==> src/rtl/cart_mbc1_responder_pkg.sv <==
// Shared constants for the MBC1 cartridge responder: bus windows, the RAM
// enable key, controller state encodings and window-decode helpers.
package cart_mbc1_responder_pkg;

    localparam int ROM_AW_DEF = 21;
    localparam int RAM_AW_DEF = 15;
    localparam int MEM_AW_DEF = 22;

    localparam logic [15:0] ROM_LAST  = 16'h7FFF;
    localparam logic [15:0] RAM_FIRST = 16'hA000;
    localparam logic [15:0] RAM_LAST  = 16'hBFFF;

    localparam logic [3:0] RAM_ENABLE_KEY = 4'hA;

    localparam logic [1:0] ST_IDLE = 2'd0;
    localparam logic [1:0] ST_RD   = 2'd1;
    localparam logic [1:0] ST_WR   = 2'd2;

    // Register select is a[14:13] inside the 0000-7FFF window.
    typedef enum logic [1:0] {
        REG_RAM_EN = 2'd0,
        REG_BANK5  = 2'd1,
        REG_BANK2  = 2'd2,
        REG_MODE   = 2'd3
    } mbc_reg_t;

    function automatic logic in_rom_window(input logic [15:0] a);
        return (a <= ROM_LAST);
    endfunction

    function automatic logic in_ram_window(input logic [15:0] a);
        return (a >= RAM_FIRST) && (a <= RAM_LAST);
    endfunction

endpackage

==> src/rtl/cart_mbc1_responder_regs.sv <==
// MBC1 mapper registers (RAM enable, 5-bit and 2-bit bank, banking mode)
// and the combinational translation of a CPU address into ROM/RAM image
// addresses on the external memory.
module cart_mbc1_responder_regs
    import cart_mbc1_responder_pkg::*;
#(
    parameter int                ROM_AW   = ROM_AW_DEF,
    parameter int                RAM_AW   = RAM_AW_DEF,
    parameter int                MEM_AW   = MEM_AW_DEF,
    parameter logic [MEM_AW-1:0] RAM_BASE = MEM_AW'(22'h200000)
) (
    input  logic              clk,
    input  logic              rst,
    input  logic              reg_we,
    input  logic [14:0]       reg_a,
    input  logic [4:0]        reg_wdata,
    output logic              ram_en,
    output logic [MEM_AW-1:0] rom_addr,
    output logic [MEM_AW-1:0] ram_addr
);

    localparam logic [MEM_AW-1:0] ROM_MASK = MEM_AW'((64'd1 << ROM_AW) - 64'd1);
    localparam logic [MEM_AW-1:0] RAM_MASK = MEM_AW'((64'd1 << RAM_AW) - 64'd1);

    logic [4:0] bank5;
    logic [1:0] bank2;
    logic       mode;
    logic [4:0] bank5_eff;
    logic [6:0] rom_bank;
    logic [1:0] ram_bank;

    // Register writes land on the access-start edge, selected by a[14:13].
    always_ff @(posedge clk or posedge rst) begin
        if (rst) begin
            ram_en <= 1'b0;
            bank5  <= 5'd0;
            bank2  <= 2'd0;
            mode   <= 1'b0;
        end else if (reg_we) begin
            case (mbc_reg_t'(reg_a[14:13]))
                REG_RAM_EN: ram_en <= (reg_wdata[3:0] == RAM_ENABLE_KEY);
                REG_BANK5:  bank5  <= reg_wdata[4:0];
                REG_BANK2:  bank2  <= reg_wdata[1:0];
                REG_MODE:   mode   <= reg_wdata[0];
                default:    ;
            endcase
        end
    end

    // Bank selection and address formation; bank 0 in the switchable window
    // is remapped to 1, which also turns 0x20/0x40/0x60 into 0x21/0x41/0x61.
    always_comb begin
        bank5_eff = (bank5 == 5'd0) ? 5'd1 : bank5;
        if (reg_a[14])
            rom_bank = {bank2, bank5_eff};
        else
            rom_bank = mode ? {bank2, 5'b0} : 7'd0;
        ram_bank = mode ? bank2 : 2'd0;
        rom_addr = MEM_AW'({rom_bank, reg_a[13:0]}) & ROM_MASK;
        ram_addr = RAM_BASE + (MEM_AW'({ram_bank, reg_a[12:0]}) & RAM_MASK);
    end

endmodule

==> src/rtl/cart_mbc1_responder.sv <==
// Cartridge side of the Game Boy bus: detects CPU accesses, updates the MBC1
// registers, and turns ROM/RAM accesses into req/ack external memory cycles.
//
// state   | meaning
// --------+-----------------------------------------------------------
// ST_IDLE | no external access outstanding
// ST_RD   | read request held on the memory port, waiting for mem_ack
// ST_WR   | write request held on the memory port, waiting for mem_ack
module cart_mbc1_responder
    import cart_mbc1_responder_pkg::*;
#(
    parameter int                ROM_AW   = ROM_AW_DEF,
    parameter int                RAM_AW   = RAM_AW_DEF,
    parameter int                MEM_AW   = MEM_AW_DEF,
    parameter logic [MEM_AW-1:0] RAM_BASE = MEM_AW'(22'h200000)
) (
    input  logic              clk,
    input  logic              rst,
    input  logic [15:0]       gb_a,
    input  logic [7:0]        gb_wdata,
    input  logic              gb_wr,
    input  logic              gb_rd,
    input  logic              gb_cs,
    output logic [7:0]        gb_rdata,
    output logic              busy,
    output logic              mem_req,
    output logic              mem_we,
    output logic [MEM_AW-1:0] mem_addr,
    output logic [7:0]        mem_wdata,
    input  logic              mem_ack,
    input  logic [7:0]        mem_rdata
);

    logic [1:0]        state;
    logic [18:0]       sample_q;
    logic [18:0]       sample_d;
    logic              acc_start;
    logic              is_write;
    logic              rom_hit;
    logic              ram_hit;
    logic              reg_we;
    logic              ram_en;
    logic [MEM_AW-1:0] rom_addr;
    logic [MEM_AW-1:0] ram_addr;

    logic              new_mem;
    logic [MEM_AW-1:0] new_addr;
    logic              ff_read;

    logic              pend_valid;
    logic              pend_we;
    logic [MEM_AW-1:0] pend_addr;
    logic [7:0]        pend_wdata;

    logic              ack_now;
    logic              use_pend;
    logic              issue;
    logic              capture;
    logic              iss_we;
    logic [MEM_AW-1:0] iss_addr;
    logic [7:0]        iss_wdata;

    assign sample_d = {gb_a, gb_rd, gb_wr, gb_cs};

    cart_mbc1_responder_regs #(
        .ROM_AW   (ROM_AW),
        .RAM_AW   (RAM_AW),
        .MEM_AW   (MEM_AW),
        .RAM_BASE (RAM_BASE)
    ) u_regs (
        .clk       (clk),
        .rst       (rst),
        .reg_we    (reg_we),
        .reg_a     (gb_a[14:0]),
        .reg_wdata (gb_wdata[4:0]),
        .ram_en    (ram_en),
        .rom_addr  (rom_addr),
        .ram_addr  (ram_addr)
    );

    // Previous-cycle bus snapshot; any change while a strobe is up is a new access.
    always_ff @(posedge clk or posedge rst) begin
        if (rst)
            sample_q <= '0;
        else
            sample_q <= sample_d;
    end

    // Access classification and issue/pending arbitration for this cycle.
    always_comb begin
        acc_start = (gb_rd | gb_wr) && (sample_d != sample_q);
        is_write  = gb_wr;
        rom_hit   = in_rom_window(gb_a);
        ram_hit   = in_ram_window(gb_a) && gb_cs;
        reg_we    = acc_start && is_write && rom_hit;
        new_mem   = acc_start && ((rom_hit && !is_write) || (ram_hit && ram_en));
        ff_read   = acc_start && !is_write && ram_hit && !ram_en;
        new_addr  = rom_hit ? rom_addr : ram_addr;

        ack_now   = (state != ST_IDLE) && mem_ack;
        use_pend  = ack_now && pend_valid;
        issue     = ((state == ST_IDLE) || ack_now) && (use_pend || new_mem);
        // A fresh access waits in the slot unless the port is free with nothing queued.
        capture   = new_mem && (((state != ST_IDLE) && !ack_now) || use_pend);
        iss_we    = use_pend ? pend_we    : is_write;
        iss_addr  = use_pend ? pend_addr  : new_addr;
        iss_wdata = use_pend ? pend_wdata : gb_wdata;
    end

    // One-deep pending slot; a later access overwrites an earlier one.
    always_ff @(posedge clk or posedge rst) begin
        if (rst) begin
            pend_valid <= 1'b0;
            pend_we    <= 1'b0;
            pend_addr  <= '0;
            pend_wdata <= 8'h00;
        end else if (capture) begin
            pend_valid <= 1'b1;
            pend_we    <= is_write;
            pend_addr  <= new_addr;
            pend_wdata <= gb_wdata;
        end else if (use_pend) begin
            pend_valid <= 1'b0;
        end
    end

    // Request FSM and memory-port registers; port fields only move on issue.
    always_ff @(posedge clk or posedge rst) begin
        if (rst) begin
            state     <= ST_IDLE;
            mem_req   <= 1'b0;
            mem_we    <= 1'b0;
            mem_addr  <= '0;
            mem_wdata <= 8'h00;
        end else if (issue) begin
            state     <= iss_we ? ST_WR : ST_RD;
            mem_req   <= 1'b1;
            mem_we    <= iss_we;
            mem_addr  <= iss_addr;
            mem_wdata <= iss_wdata;
        end else if (ack_now) begin
            state   <= ST_IDLE;
            mem_req <= 1'b0;
        end
    end

    // Read data back to the CPU; a disabled-RAM read is newer than any ack this cycle.
    always_ff @(posedge clk or posedge rst) begin
        if (rst) begin
            gb_rdata <= 8'hFF;
        end else begin
            if (ack_now && (state == ST_RD))
                gb_rdata <= mem_rdata;
            if (ff_read)
                gb_rdata <= 8'hFF;
        end
    end

    assign busy = mem_req | pend_valid;

endmodule

==> config.mk <==
export PLATFORM = sky130hd
export DESIGN_NAME = cart_mbc1_responder
export DESIGN_NICKNAME = d
export VERILOG_FILES = /design/src/rtl/cart_mbc1_responder_pkg.sv /design/src/rtl/cart_mbc1_responder_regs.sv /design/src/rtl/cart_mbc1_responder.sv
export SDC_FILE = /design/constraint.sdc
export NUM_CORES = 1
export LEC_CHECK = 0
export ABC_AREA = 1
export BUFFER_PORTS_ARGS = -buffer_cell sky130_fd_sc_hd__buf_4
export CAP_MARGIN = 20
export CORE_ASPECT_RATIO = 0.7
export CORE_MARGIN = 1
export CORE_UTILIZATION = 35
export CTS_BUF_LIST = sky130_fd_sc_hd__clkbuf_8
export CTS_CLUSTER_SIZE = 12
export DETAILED_ROUTE_END_ITERATION = 12
export GPL_ROUTABILITY_DRIVEN = 0
export RECOVER_POWER = 25
export SLEW_MARGIN = 20
export SYNTH_ARGS = -nofsm -noshare
export SYNTH_HDL_FRONTEND = slang
export SYNTH_SLANG_ARGS = --single-unit
==> constraint.sdc <==
create_clock -name clk -period 4.8 [get_ports clk]
set_input_delay 0.96 -clock clk [delete_from_list [all_inputs] [get_ports clk]]
set_output_delay 0.96 -clock clk [all_outputs]
set_load 0.03 [all_outputs]
==> Yosys cells after proc, flatten, opt, wreduce, memory -nomap -nowiden <==
Cells that the tools add are included.
{ "op_classes": {"n_lt_le_gt_ge": 3, "add_sub_neg": 1, "eq_ne": 6, "n_mux": 17, "bitwise": 2, "n_reduce_logical": 35} }
{ "ops": {"columns": ["operator", "count"], "rows": [
  ["$mux W22", 2],
  ["$mux W8", 3],
  ["$add A22 B15 Y22 const A", 1],
  ["$ne A19 B19 Y1", 1],
  ["$logic_and A1 B1 Y1", 17],
  ["$ge A16 B16 Y1 const B", 1],
  ["$le A16 B15 Y1 const B", 1],
  ["$le A16 B16 Y1 const B", 1],
  ["$mux W7", 2],
  ["$mux W2", 4],
  ["$reduce_and A2 Y1", 4],
  ["$reduce_bool A2 Y1", 4],
  ["$logic_not A5 Y1", 1],
  ["$mux W1", 5],
  ["$mux W5", 1],
  ["$eq A2 B1 Y1 const B", 2],
  ["$eq A2 B2 Y1 const B", 2],
  ["$eq A4 B4 Y1 const B", 1],
  ["$logic_not A2 Y1", 2],
  ["$logic_or A1 B1 Y1", 4],
  ["$logic_not A1 Y1", 3],
  ["$or A1 B1 Y1", 2]
]} }
{ "word_totals": {"reg_bits": 102, "out_inout_bits": 41, "in_bits": 38, "wordCells": 79} }

==> Logic depth before layout (Yosys ltp) <==
{ "depth": {"word_depth": 9, "mapped_depth": 14, "mapped_depth_nobuf": 12} }

==> Modules after synthesis <==
Synthesis repeated with hierarchy kept, for this count alone.
{ "hier_totals": {"cells_unflattened": 692, "hier_area_um2": 5297.6} }
{ "modules_own_cells": {"columns": ["mod", "cells_each", "area_each_um2", "seq_area_each_um2", "instances"], "rows": [
  ["cart_mbc1_responder", 590, 4540.6, 2337.2, 1],
  ["cart_mbc1_responder_regs", 102, 757.0, 225.2, 1]
]} }

==> Worst setup path before layout <==
Ideal clock, no wire load.
{ "synth_path": {"kind": "input -> register", "start": "input port gb_a[14]", "end": "register mem_addr[10]", "setup_slack_ns": 2.562, "setup_ns": 0.118, "stages": 10, "n_path_buf": 2, "t_arrival_ns": 2.120, "required_time_ns": 4.682, "path_cell_list": "buf_4 > nor2_2 > nand3_1 > o22ai_4 > nand3_1 > nand2_1 > nand2_2 > buf_4 > nand2_1 > nand2_1"} }
{ "synth_via": {"elab_chain_len": 8, "word_cells_on_any_way": 15, "cone_classes": "order compare (3); eq/ne (1); mux (2); reduce/logical (9)"} }
{ "synth_rtl": {"columns": ["item", "line_no", "source"], "rows": [
  ["from (decl)", "cart_mbc1_responder.sv:19", "input logic [15:0] gb_a,"],
  ["$ge A16 B16 Y1 or $le A16 B16 Y1 (tied branches)", "cart_mbc1_responder_pkg.sv:32", "return (a >= RAM_FIRST) && (a <= RAM_LAST);"],
  ["$logic_and A1 B1 Y1", "cart_mbc1_responder_pkg.sv:32", null],
  ["$logic_and A1 B1 Y1", "cart_mbc1_responder.sv:94", "ram_hit = in_ram_window(gb_a) && gb_cs;"],
  ["$logic_and A1 B1 Y1", "cart_mbc1_responder.sv:96", "new_mem = acc_start && ((rom_hit && !is_write) || (ram_hit && ram_en));"],
  ["$logic_or A1 B1 Y1", "cart_mbc1_responder.sv:96", null],
  ["$logic_and A1 B1 Y1", "cart_mbc1_responder.sv:96", null],
  ["$logic_or A1 B1 Y1", "cart_mbc1_responder.sv:102", "issue = ((state == ST_IDLE) || ack_now) && (use_pend || new_mem);"],
  ["$logic_and A1 B1 Y1", "cart_mbc1_responder.sv:102", null],
  ["to (signal assigned)", "cart_mbc1_responder.sv:139", "mem_addr <= iss_addr;"],
  ["to (decl)", "cart_mbc1_responder.sv:28", "output logic [MEM_AW-1:0] mem_addr,"]
]} }
Several ways; a longest one is shown, not always the timed one.
A chain may end at the register's enable or synchronous reset.

==> summary.md <==
| Metric | Value |
|---|---|
| Worst-margin pin slew | `2980 ps` |
| Synth top area share | `0.497` |
| Comb pwr share | `0.361` |
| Vias | `approximately 4000` |
| RSZ-0062 raised after global routing | `no` |
| # hold bufs at CTS | `0` |
| Initial antenna violation count | `0` |
| Min-delay worst type | `reg2reg` |
| Most common cell in the netlist | `nand2_1` |
| Largest family of logic cells by synthesized area | `simple AND/OR/NAND/NOR gates` |
| Worst setup SP type | `primary input` |
| YS warnings | `0` |
| First-pass GRT wire length | `between 20 and 25 mm` |
| CTS Buf Count | `9` |
| Max stage delay cell, worst path | `clkinvlp_2` |
| Critical path capture point type | `asynchronous set/reset pin` |
| Top post-synthesis cells by area | `dfrtp_1 50%, nand2_1 21%, nand4_1 4.6%` |
| Post-route ant nets | `0` |
| Synth Area in Adders | `0` |
| Period utilisation layout | `0.607` |
| Ratio of cells with drive above 1 in the final layout | `0.157` |
| Final count of hold timing violations | `0` |
| DR vias/cell | `between 4 and 5` |
| Syn Area/Cell | `around 8.1 um^2` |
| Mux cell area share after synthesis | `0.00635` |
| Cells after synthesis | `586` |
| Peak Freq | `between 300 and 400 MHz` |
| Final instance area | `0.00566 mm^2` |
| Largest vdd supply drop | `~0.00029 V` |
| Asr flop ratio synth | `1.00` |
| Synth Area in XOR/XNOR | `0.00926` |
| Slew Viols, Final | `70` |
| Gr usage total | `0.184` |
| Placed cell areas | `roughly 0.0054 mm^2` |
| Switch Pwr | `1.26 mW` |
| Critical path class | `in2async` |
| TritonCTS clock tree | `done` |
| Predominant post-synthesis flop cell | `dfrtp_1` |
| Mapped Nets | `around 620` |
| Pin count of the biggest net entering global routing | `70` |
| Fin nets | `690` |
| Clock Latency Late Sink | `approximately 380 ps` |
| Worst EP required | `approximately 5300 ps` |
| Simple-gate portion of the synthesized area | `0.330` |
| Initial DRT Pass Iterations | `4` |
| CTS resizes | `0` |
| Clock Skews | `~11 ps` |
| H-tree depth reported by CTS | `3` |
| Die ar. | `0.0140 mm^2` |
| CTS Buffer Depth | `2` |
| Distinct cells, synth | `30` |
| Synth-to-Final Area Change | `19.6%` |
| Crit-path max cell delay | `~1700 ps` |
| PortBufs | `78` |
| DP HPWL | `8.15 mm` |
| Drt wl/cell | `between 10 and 15 um` |
| Cell taking the most area after synthesis | `dfrtp_1` |
| Design Power | `~3.3 mW` |
| Slew HR | `-0.996` |
| Reg power frac | `0.411` |
| Num ports | `79` |
| CP delay by family, top | `buffers and inverters` |
| Congestion Overflow GR | `0` |
| Clk slew on worst S/H paths | `90 ps` |
| Max Fanout on Critical Path | `69` |
| CP arrival | `3420 ps` |
| Post-Route WL | `between 10 and 15 mm` |
| Antenna cells | `0` |
| Violations in the final reports | `capacitance limit, slew limit` |
| Post-Syn Area | `between 0.004 and 0.005 mm^2` |
| Number of buffers and inverters on the critical path | `3` |
| Synth Area in Compound Gates | `0.0429` |
| Non-filler cells, final | `about 840` |
| Core Rows | `35` |
| Root buffer cell | `clkbuf_8` |
| Final setup TNS | `0 ps` |
| Leakage | `between 2 and 3 nW` |
| Status | `complete, but fails checks` |
| Placed insts | `around 830` |
| DIE WIDTH | `141 um` |
| Number of remaining DRC errors | `0` |
| Max-Cap Viols | `1` |
| Starting Density | `0.359` |
| Hold Slack | `about 480 ps` |
| Synth Register Bits | `just over 100` |
| PD cells | `between 500 and 600 mW/mm^2` |
| Die Y | `about 99 um` |
| Post-synthesis sequential area ratio | `0.542` |
| Total core area | `roughly 0.013 mm^2` |
| Sw Ratio | `0.382` |
| Pint | `2.03 mW` |
| CTS sink cnt | `~100` |
| Vias in the first global route | `around 3800` |
| Post-CTS Setup Bufs | `0` |
| 1st-iter DRT viols | `slightly above 300` |
| CP Cell Sequence | `clkbuf_4, clkinvlp_2, buf_4` |
| Synth cell count leaders | `261 x nand2_1, 94 x dfrtp_1, 39 x inv_1` |
| Final Setup Violations | `0` |
| Tmin final | `between 2000 and 3000 ps` |
| Post-synth EDFFs | `0` |
| Clock Power Share | `0.228` |
-- per-layer routing --
metal	GRT usage	wire (um)	up-vias
met5	0	0	-
met1	0.277	6080	1836
met2	0.268	4850	93
li1	-	-	1994
met4	0.0410	94	0
met3	0.0404	622	10
-- power groups by stage --
stage | clock [mW] | combinational (mW) | sequential (mW)
global placement | 0 | 1.19 | 1.36
finish | 0.750 | 1.19 | 1.35
CTS | 0.766 | 1.21 | 1.35
detailed placement | 0 | 1.21 | 1.37
floorplan | 0 | 0.475 | 1.65
global route | 0.798 | 1.32 | 1.39
-- path summary, 6_finish.rpt --
path / start / endpoint / slack, ps / cells after the start
worst max-delay path: rst / sample_q[5]$_DFF_PP0_ / 1890 / 3
worst min-delay path: pend_addr[14]$_DFFE_PP0P_ / pend_addr[14]$_DFFE_PP0P_ / 480 / 2
worst max register to register: state[0]$_DFFE_PP0P_ / mem_addr[5]$_DFFE_PP0P_ / 2230 / 9
worst min register to register: pend_addr[14]$_DFFE_PP0P_ / pend_addr[14]$_DFFE_PP0P_ / 480 / 2
max in group clk: gb_a[15] / pend_addr[1]$_DFFE_PP0P_ / 1900 / 11
min in group asynchronous: rst / mem_we$_DFFE_PP0P_ / 1450 / 2
-- through the flow --
stage / util / setup WS [ps]
after floorplan: - / 1180
after global placement: 0.413 / 1620
after detailed placement: 0.413 / 1610
after CTS: 0.435 / 1990
after global routing: 0.429 / 1350
final: 0.429 / 1890
-- registers in the layout, indices dropped and copies added (netlist names), 2 cells and up --
register      cells
mem_addr         22
pend_wdata        8
pend_addr        22
u_regs.bank2      2
mem_wdata         8
u_regs.bank5      5
state             2
gb_rdata          8
sample_q         19
-- tightest hold or removal path, cell delays in order, from the launching register on --
cell	delay (ps)
dfrtp_1	350
nand2_1	50
nand2_1	50
-- area by class of cell --
cell class	instances	area (um^2)
tap	185	231
clock buffer	9	124
sequential	102	2560
fill	1372	7520
inverter	43	163
timing repair buffer	86	574
multi-input combinational	410	1840
clock inverter	7	160
-- cell usage in the layout (no fill, tap or decap) --
cell type / count
nand4_1: 35
and2_1: 1
nor2_1: 22
clkbuf_1: 19
dfstp_2: 8
nand3b_1: 2
nor3b_1: 2
clkbuf_4: 1
clkinvlp_2: 1
nand2_2: 1
nand2_1: 261
a21oi_2: 1
nand3_2: 1
inv_1: 38
bufinv_16: 5
buf_4: 66
clkinv_1: 1
nand3_4: 1
dfrtp_1: 94
xnor2_1: 5
clkbuf_8: 9
o21ai_0: 24
or2_2: 1
inv_2: 3
mux2i_1: 3
nor2_2: 1
o22ai_4: 1
o211ai_1: 5
clkinv_2: 2
nand3_1: 37
nor3_1: 2
o21ai_1: 1
o21ai_2: 1
a21oi_1: 2
-- logic make-up (layout without fill, tap and decap cells) --
| kind of cell | count (synthesis) | in the layout |
|---|---|---|
| simple gates | 367 | 367 |
| compound gates | 35 | 35 |
| buf+inv | 74 | 145 |
| flops | 102 | 102 |
| mux | 3 | 3 |
| xor+xnor | 5 | 5 |
Power figures use the tool's default switching activity.
